### src/rtl/dmem_param_pkg.sv
// Shared definitions for the byte-addressable data memory: access mode
// encodings and the image the storage array takes on while in reset.
package dmem_param_pkg;

  typedef enum logic [1:0] {
    RD_NONE    = 2'b00,
    RD_WORD    = 2'b01,
    RD_BYTE_ZX = 2'b10,
    RD_BYTE_SX = 2'b11
  } rd_mode_e;

  typedef enum logic [1:0] {
    WR_NONE = 2'b00,
    WR_WORD = 2'b01,
    WR_BYTE = 2'b10,
    WR_RSVD = 2'b11
  } wr_mode_e;

  localparam logic [15:0] RST_WORD0 = 16'h3142;
  localparam logic [15:0] RST_WORD1 = 16'h0000;
  localparam logic [15:0] RST_WORD2 = 16'h5678;
  localparam logic [15:0] RST_WORD3 = 16'hDEAD;
  localparam logic [15:0] RST_WORD4 = 16'hBEEF;

  // Reset contents of word idx; everything past word 4 clears to zero.
  function automatic logic [15:0] reset_word(input int idx);
    logic [15:0] val;
    case (idx)
      0:       val = RST_WORD0;
      1:       val = RST_WORD1;
      2:       val = RST_WORD2;
      3:       val = RST_WORD3;
      4:       val = RST_WORD4;
      default: val = 16'h0000;
    endcase
    return val;
  endfunction

endpackage

### src/rtl/dmem_param_byte_lane_ext.sv
// Picks one byte out of the low 16 bits of a word and widens it to a full
// word, either with zero fill or by replicating the byte's top bit.
module byte_lane_ext #(
  parameter int DATA_W = 16
) (
  input  logic [15:0]       word,
  input  logic              lane,
  input  logic              sign_ext,
  output logic [DATA_W-1:0] result
);

  logic [7:0] sel_byte;

  // Lane select followed by zero or sign extension.
  always_comb begin
    sel_byte = lane ? word[15:8] : word[7:0];
    if (sign_ext) begin
      result = {{(DATA_W-8){sel_byte[7]}}, sel_byte};
    end else begin
      result = {{(DATA_W-8){1'b0}}, sel_byte};
    end
  end

endmodule

### src/rtl/dmem_param.sv
// Single-cycle byte-addressable data memory built from a register array.
// Every accepted request answers one cycle later with rsp_valid; illegal
// requests answer with rsp_err, zero data, and bump a saturating counter.
module dmem_param
  import dmem_param_pkg::*;
#(
  parameter int DATA_W = 16,
  parameter int ADDR_W = 16,
  parameter int DEPTH  = 64
) (
  input  logic              clk,
  input  logic              rst,
  input  logic              req_valid,
  input  logic [1:0]        mem_read,
  input  logic [1:0]        mem_write,
  input  logic [ADDR_W-1:0] addr,
  input  logic [DATA_W-1:0] write_data,
  output logic [DATA_W-1:0] read_data,
  output logic              rsp_valid,
  output logic              rsp_err,
  output logic [7:0]        err_cnt
);

  localparam int IDX_W = $clog2(DEPTH);

  logic [DATA_W-1:0] mem [DEPTH];

  rd_mode_e          rd_mode;
  wr_mode_e          wr_mode;
  logic [IDX_W-1:0]  idx;
  logic              lane;
  logic              out_of_range;
  logic              fault;
  logic              do_write;
  logic [DATA_W-1:0] cur_word;
  logic [DATA_W-1:0] ext_data;
  logic [DATA_W-1:0] load_data;

  assign rd_mode  = rd_mode_e'(mem_read);
  assign wr_mode  = wr_mode_e'(mem_write);
  assign idx      = addr[IDX_W:1];
  assign lane     = addr[0];
  assign cur_word = mem[idx];

  // Any address bit above the word index means the byte address is past
  // the end of the array.
  generate
    if (ADDR_W > IDX_W + 1) begin : g_range
      assign out_of_range = |addr[ADDR_W-1:IDX_W+1];
    end else begin : g_no_range
      assign out_of_range = 1'b0;
    end
  endgenerate

  // Classify the request: conflicting modes, reserved store, misaligned
  // word access or out-of-range address all fault and touch nothing.
  always_comb begin
    fault = 1'b0;
    if ((rd_mode != RD_NONE) && (wr_mode != WR_NONE)) fault = 1'b1;
    if (wr_mode == WR_RSVD) fault = 1'b1;
    if (((rd_mode == RD_WORD) || (wr_mode == WR_WORD)) && lane) fault = 1'b1;
    if (out_of_range) fault = 1'b1;
    do_write = req_valid && !fault && (wr_mode != WR_NONE);
  end

  byte_lane_ext #(
    .DATA_W(DATA_W)
  ) u_byte_lane_ext (
    .word     (cur_word[15:0]),
    .lane     (lane),
    .sign_ext (rd_mode == RD_BYTE_SX),
    .result   (ext_data)
  );

  // Word loads take the whole entry, byte loads the extended lane.
  always_comb begin
    load_data = ext_data;
    if (rd_mode == RD_WORD) load_data = cur_word;
  end

  // Storage array: reset image on rst, stores land on the accepting edge so
  // a load on the very next edge already sees them.
  always_ff @(posedge clk or negedge rst) begin
    if (!rst) begin
      for (int i = 0; i < DEPTH; i++) begin
        mem[i] <= DATA_W'(reset_word(i));
      end
    end else if (do_write) begin
      if (wr_mode == WR_WORD) begin
        mem[idx] <= write_data;
      end else if (lane) begin
        mem[idx][15:8] <= write_data[7:0];
      end else begin
        mem[idx][7:0] <= write_data[7:0];
      end
    end
  end

  // Response register: one acknowledge per accepted request, load data only
  // changes on a good load (or clears on a fault), counter saturates at 255.
  always_ff @(posedge clk or negedge rst) begin
    if (!rst) begin
      read_data <= '0;
      rsp_valid <= 1'b0;
      rsp_err   <= 1'b0;
      err_cnt   <= 8'd0;
    end else begin
      rsp_valid <= req_valid;
      rsp_err   <= req_valid && fault;
      if (req_valid) begin
        if (fault) begin
          read_data <= '0;
          if (err_cnt != 8'hFF) err_cnt <= err_cnt + 8'd1;
        end else if (rd_mode != RD_NONE) begin
          read_data <= load_data;
        end
      end
    end
  end

endmodule

### config.mk
export PLATFORM = sky130hd
export DESIGN_NAME = dmem_param
export DESIGN_NICKNAME = d
export VERILOG_FILES = /design/src/rtl/dmem_param_pkg.sv /design/src/rtl/dmem_param_byte_lane_ext.sv /design/src/rtl/dmem_param.sv
export SDC_FILE = /design/constraint.sdc
export NUM_CORES = 2
export LEC_CHECK = 0
export CORE_MARGIN = 2
export CORE_UTILIZATION = 30
export CTS_CLUSTER_SIZE = 16
export DETAILED_ROUTE_END_ITERATION = 10
export GPL_TIMING_DRIVEN = 0
export PLACE_DENSITY_LB_ADDON = 0.2
export SLEW_MARGIN = 20
export SYNTH_ARGS = -nofsm -noshare
export SYNTH_HDL_FRONTEND = slang
export SYNTH_SLANG_ARGS = --single-unit
export TNS_END_PERCENT = 10
### constraint.sdc
create_clock -name clk -period 6.2 [get_ports clk]
set_input_delay 0.93 -clock clk [delete_from_list [all_inputs] [get_ports clk]]
set_output_delay 0.93 -clock clk [all_outputs]
set_load 0.1 [all_outputs]
; ---- Word-level counts from Yosys, hierarchy flattened
; Cells that the tools add are included.
; Widths: inputs -> output; s select.
[word_totals]
register_bits = 1050
output_inout_bits = 26
wordCells = 114
[classes]
add_sub_neg = 1
magnitude_cmp = 2
eq_ne = 5
n_mux = 23
bitwise_logic = 1
reduce_logical = 14
[ops]
columns = cell, n
row1 = $bwmux 1024, 3
row2 = $mux 1024, 2
row3 = $demux 16 s6, 3
row4 = $mux 16, 8
row5 = $bmux 16 s6, 1
row6 = $mux 8, 2
row7 = $reduce_or 9->1, 1
row8 = $add 8x1->8 const B, 1
row9 = $ne 8x8->1 const B, 1
row10 = $ge 7x7->1 const B, 1
row11 = $lt 7x1->1 const B, 1
row12 = $not 6->7, 1
row13 = $logic_and 1x1->1, 6
row14 = $reduce_bool 2->1, 3
row15 = $eq 2x1->1 const B, 2
row16 = $eq 2x2->1 const B, 2
row17 = $mux 1, 4
row18 = $reduce_and 3->1, 1
row19 = $reduce_and 2->1, 1
row20 = $logic_not 1->1, 1
row21 = $logic_or 1x1->1, 1

; ---- Logic depth before layout (Yosys ltp)
[depth]
word_depth = 9
mapped_depth = 13

; ---- Hierarchy
; A second synthesis with hierarchy kept.
[hier_totals]
hier_cells = 3667
hier_area_um2 = 49643.9
[modules_own_cells]
columns = mod, n_inst, cells_per_inst, area_each_um2
row1 = dmem_param, 1, 3650, 49477.5
row2 = byte_lane_ext, 1, 17, 166.4

; ---- Worst setup path before layout
; Ideal clock, no wire load.
[synth_path]
kind = input -> register
start = input port addr[1]
end = register read_data[4]
arrival_time_ns = 3.177
required_ns = 6.077
slack_ns = 2.900
path_stages = 11
n_path_buf = 5
path_cell_list = buf_4 buf_6 buf_4 buf_4 buf_1 mux2_2 a221oi_1 o21ai_0 a211oi_1 nand4_1 a32o_1
[synth_between]
elab_chain_len = 9
[synth_lines]
columns = item, line
row1 = "start, declared", dmem_param.sv:16  ; input logic [ADDR_W-1:0] addr,
row2 = $not 6->7 (implied by the code) *, dmem_param.sv:43  ; assign cur_word = mem[idx];
row3 = $bmux 16 s6 *, dmem_param.sv:43
row4 = $mux 16 (implied by the code) * (2 in a row), dmem_param.sv:43
row5 = $mux 8, dmem_param_byte_lane_ext.sv:16  ; sel_byte = lane ? word[15:8] : word[7:0];
row6 = $mux 16, dmem_param_byte_lane_ext.sv:17  ; if (sign_ext) begin
row7 = $mux 16 *, dmem_param.sv:78  ; if (rd_mode == RD_WORD) load_data = cur_word;
row8 = $mux 16 *, dmem_param.sv:114  ; end else if (rd_mode != RD_NONE) begin
row9 = $mux 16 *, dmem_param.sv:111  ; if (fault) begin
row10 = "end signal, assigned", dmem_param.sv:115  ; read_data <= load_data;
row11 = "end, declared", dmem_param.sv:18  ; output logic [DATA_W-1:0] read_data,
; Every way passes the cells marked *; elsewhere a longest branch is shown, timed or not. The select of a mux whose other input is x is not followed.
; A chain may end at the register's enable or synchronous reset.

; ---- Final worst setup path
[layout_path]
start = input port addr[2]
end = register read_data[6]
; The elaborated chain is that of the path after synthesis.

==> flow_metrics.py <==
metrics = {
    "timing": {
        "final.setup.tns_ns": -0.9698,
        "finClkSkew_ns": 0.03238,
        "rsz0062_at_grt": "false",
        "fin_ws_ns": -0.2912,
        "setup_viol": 5,
        "final_max_slew_viol_count": 0,
        "hold_violations": 0,
        "fin_crit_ns": 6.491,
        "period_share_pct": 104.7,
        "tightest_slew_ns": 1.275,
        "relSlewSlack_pct": 14.98,
        "fmax_ghz": 0.1541,
    },
    "power_and_ir_drop": {
        "finalPower_mw": 15.57,
        "internal-power_mw": 11.23,
        "sequentialPowerShare_pct": 44.3,
        "pwr-share-clk_pct": 46.4,
        "comb_power_share_pct": 9.3,
        "switchingPower_mw": 4.346,
        "leakage_nw": 25.71,
        "powerDensity_nw_per_um2": 281.1,
        "switching_share_pct": 27.91,
        "peakVddDrop_v": 0.0002169,
    },
    "finish": {
        "nets": 4281,
        "syn2layout_area_growth_pct": 17.73,
        "drive_gt1_share_pct": 26.13,
        "final_util_pct": 35.51,
    },
    "worst_setup_path": {
        "slowest_delay_ns": 0.92,
        "cpMaxStageDelayCell": "a222oi_1",
        "worstPathCellList": "clkdlybuf4s50_1, buf_2, buf_2, inv_1, clkbuf_2, clkbuf_2, a221oi_1, o21ai_0, a222oi_1, nand4_1, o221ai_2, nand2_1",
        "crit_required_ns": 6.84,
        "worstPathMaxFanout": 10,
        "reg2reg_from": "mem[1022]$_DFFE_PN0P_",
        "rrSetupSlack_ns": 2.41,
        "critPathLaunchType": "input pin",
        "crit_type": "input pin to flip-flop",
        "cp-end-kind": "flip-flop",
        "crit_arrival_ns": 7.13,
        "r2r_cells": 7,
        "r2r_end": "read_data[6]$_DFFE_PN0P_",
    },
    "global_route": {
        "antenna_found_initial": 26,
        "met2_usage_pct": 41.43,
        "grt_max_degree": 138,
        "grt_first_pass_wirelength_mm": 317.4,
        "grt_pass1_vias": 36180,
        "grt_overflow": 0,
        "grtUsageTotal_pct": 29.14,
        "use_met3_pct": 8.740,
        "busiest_layer": "met2",
        "grtUsageMet1_pct": 39.55,
    },
    "logic_synthesis": {
        "synth_area_leaders": "dfrtp_1 54%, mux2_2 13%, a21oi_1 4.4%",
        "synthArstFlopShare_pct": 100.0,
        "syn_inst": 4013,
        "synth-main-ff-cell": "dfrtp_1",
        "synthesis.nets": 4053,
        "yosysTopAreaCell": "dfrtp_1",
        "synth_top_area_share_pct": 53.86,
        "synth_commonest_cells": "1,013 x dfrtp_1, 562 x mux2_2, 416 x a21oi_1",
        "synth_edf_count": 0,
        "yosysMostFrequentCell": "dfrtp_1",
        "seq_area_frac_synth_pct": 55.93,
        "synth_seq_cells": 1050,
        "avgSynthCellArea_sq_um": 11.73,
        "synth_warnings": 0,
        "synth_cell_types": 81,
        "netlist_area_sq_um": 47060,
    },
    "detailed_routing": {
        "dr.pass1.iters": 8,
        "drt_wl_total_mm": 235.5,
        "vias": 37890,
        "first_iter_violations": 5135,
        "antenna_left": 0,
        "drc_errors": 0,
        "vias_per_cell": 5.910,
        "avgRoutedWirePerCell_microns": 36.74,
    },
    "clock_tree": {
        "cts_hold_buf": 0,
        "insertion_delay_ns": 0.80,
        "cts_buffer_depth": 3,
        "cts_tree": "built",
        "cts.sinks": 1050,
        "cts_post_setup_buffers_inserted": 0,
        "cts-root-buf": "clkbuf_16",
        "clk_pin_slew_worst_paths_ns": 0.06,
        "cts_buffers": 118,
        "cts_htree_levels": 3,
    },
    "placed_design": {
        "place_ws_ns": -0.7938,
        "hpwl_mm": 163.2,
        "io_buffers": 64,
        "place_congestion": 1.026,
    },
    "floorplan": {
        "start_util_pct": 30.16,
        "rows": 145,
        "die_area_sq_um": 160100,
        "core-area_sq_um": 156000,
        "die_y_microns": 400.1,
        "die_x_microns": 400.1,
        "pin_count": 65,
    },
    "status": {
        "outcome": "finished with violations",
        "violations": "setup timing",
    },
    "min_path": {
        "hold_path_class": "input pin to asynchronous set/reset pin",
    },
    "run": {
        "maxCapViolations": 0,
    },
}
[per-layer routing]
| layer | up-vias | part of all wire (%) |
|---|---|---|
| li1 | 15150 | - |
| met1 | 19990 | 41 |
| met2 | 2176 | 42 |
| met3 | 563 | 11 |
| met4 | 12 | 6.4 |
| met5 | - | 0.032 |
[cell type report]
class | instances | area [sq um]
multi-input cells | 2630 | 19430
inverters | 6 | 22.52
flip-flops and latches | 1050 | 26320
plain buffers | 327 | 1505
diodes | 9 | 22.52
clock inverters | 31 | 311.5
fillers | 15550 | 100600
repair buffers | 108 | 1620
well taps | 2058 | 2575
clock buffers | 192 | 3591
[cell usage in the layout (no fill, tap or decap), types with 8 or more instances in the layout]
cell,count
nand2b_1,8
dfstp_2,37
mux4_2,45
o21ai_0,183
and3_1,13
nor2_2,8
diode_2,9
clkbuf_1,185
clkbuf_8,36
clkinv_2,16
nand3_1,32
nand2_1,278
a22oi_1,154
buf_2,104
a22o_1,18
nand4_1,11
clkbuf_2,46
mux2_1,35
nor3_4,33
a21oi_1,408
a221o_1,36
nor3_2,15
mux2_2,562
buf_1,8
a222oi_1,20
buf_16,27
buf_4,24
mux2i_1,85
nor2_1,392
dfrtp_1,1013
a221oi_1,70
clkdlybuf4s50_1,63
nor2b_1,9
o22ai_1,28
clkbuf_16,118
a31oi_1,26
[critical path: cells and delay by family]
family	cells	cell delay (ns)
compound gates	4	2.24
simple gates	2	0.73
buf+inv	6	3.13
[through the flow]
step	std cells	hold slack [ns]	area (sq um)
6_report	6411	0.04286	55400
5_1_grt	6402	0.05439	55380
4_1_cts	6401	0.03807	55360
3_5_place_dp	6178	0.4643	51460
3_3_place_gp	6135	0.4572	50280
2_1_floorplan	4013	0.4420	47060
[power by group through the flow]
| stage | Sequential, mW | Combinational, mW | Clock (mW) |
|---|---|---|---|
| after floorplan | 7.19 | 0.375 | 0 |
| after global placement | 7.06 | 1.32 | 0 |
| after detailed placement | 7.03 | 1.40 | 0 |
| after CTS | 6.90 | 1.40 | 7.24 |
| after global routing | 6.90 | 1.46 | 7.53 |
| final | 6.90 | 1.45 | 7.22 |
[cells by family (layout without fill, tap and decap cells)]
group	count (synthesis)	after routing	synth area share, %
muxes	727	727	18.25
DFF	1050	1050	55.93
other	0	9	0
adders and majority gates	1	1	0.02658
buffers and inverters	333	664	3.063
and+or+nand+nor	866	866	8.821
xor gates and xnor gates	7	7	0.1303
AOI/OAI and AO/OA	1029	1029	13.78
[timing repair]
action	CTS	global route
resized for setup	1	1
pin swaps	0	1
endpoints found under the setup margin	1	1
[sequential cells by signal, summed over array words and instances (netlist names)]
| signal | cells |
|---|---|
| err_cnt | 8 |
| read_data | 16 |
| mem | 1024 |
| rsp_valid | 1 |
| rsp_err | 1 |
[worst max path at each step]
stage / start / endpoint / slack (ns) / cells past startpoint
floorplan: addr[1] / read_data[4]$_DFFE_PN0P_ / 2.90 / 11
global placement: rst / mem[905]$_DFFE_PN0P_ / -46.49 / 1
detailed placement: addr[1] / read_data[6]$_DFFE_PN0P_ / -0.79 / 13
CTS: addr[1] / read_data[6]$_DFFE_PN0P_ / 0.05 / 13
global route: addr[2] / read_data[6]$_DFFE_PN0P_ / 0.04 / 12
finish: addr[2] / read_data[6]$_DFFE_PN0P_ / -0.29 / 12
Note: power is estimated with default switching activity, not from simulation.
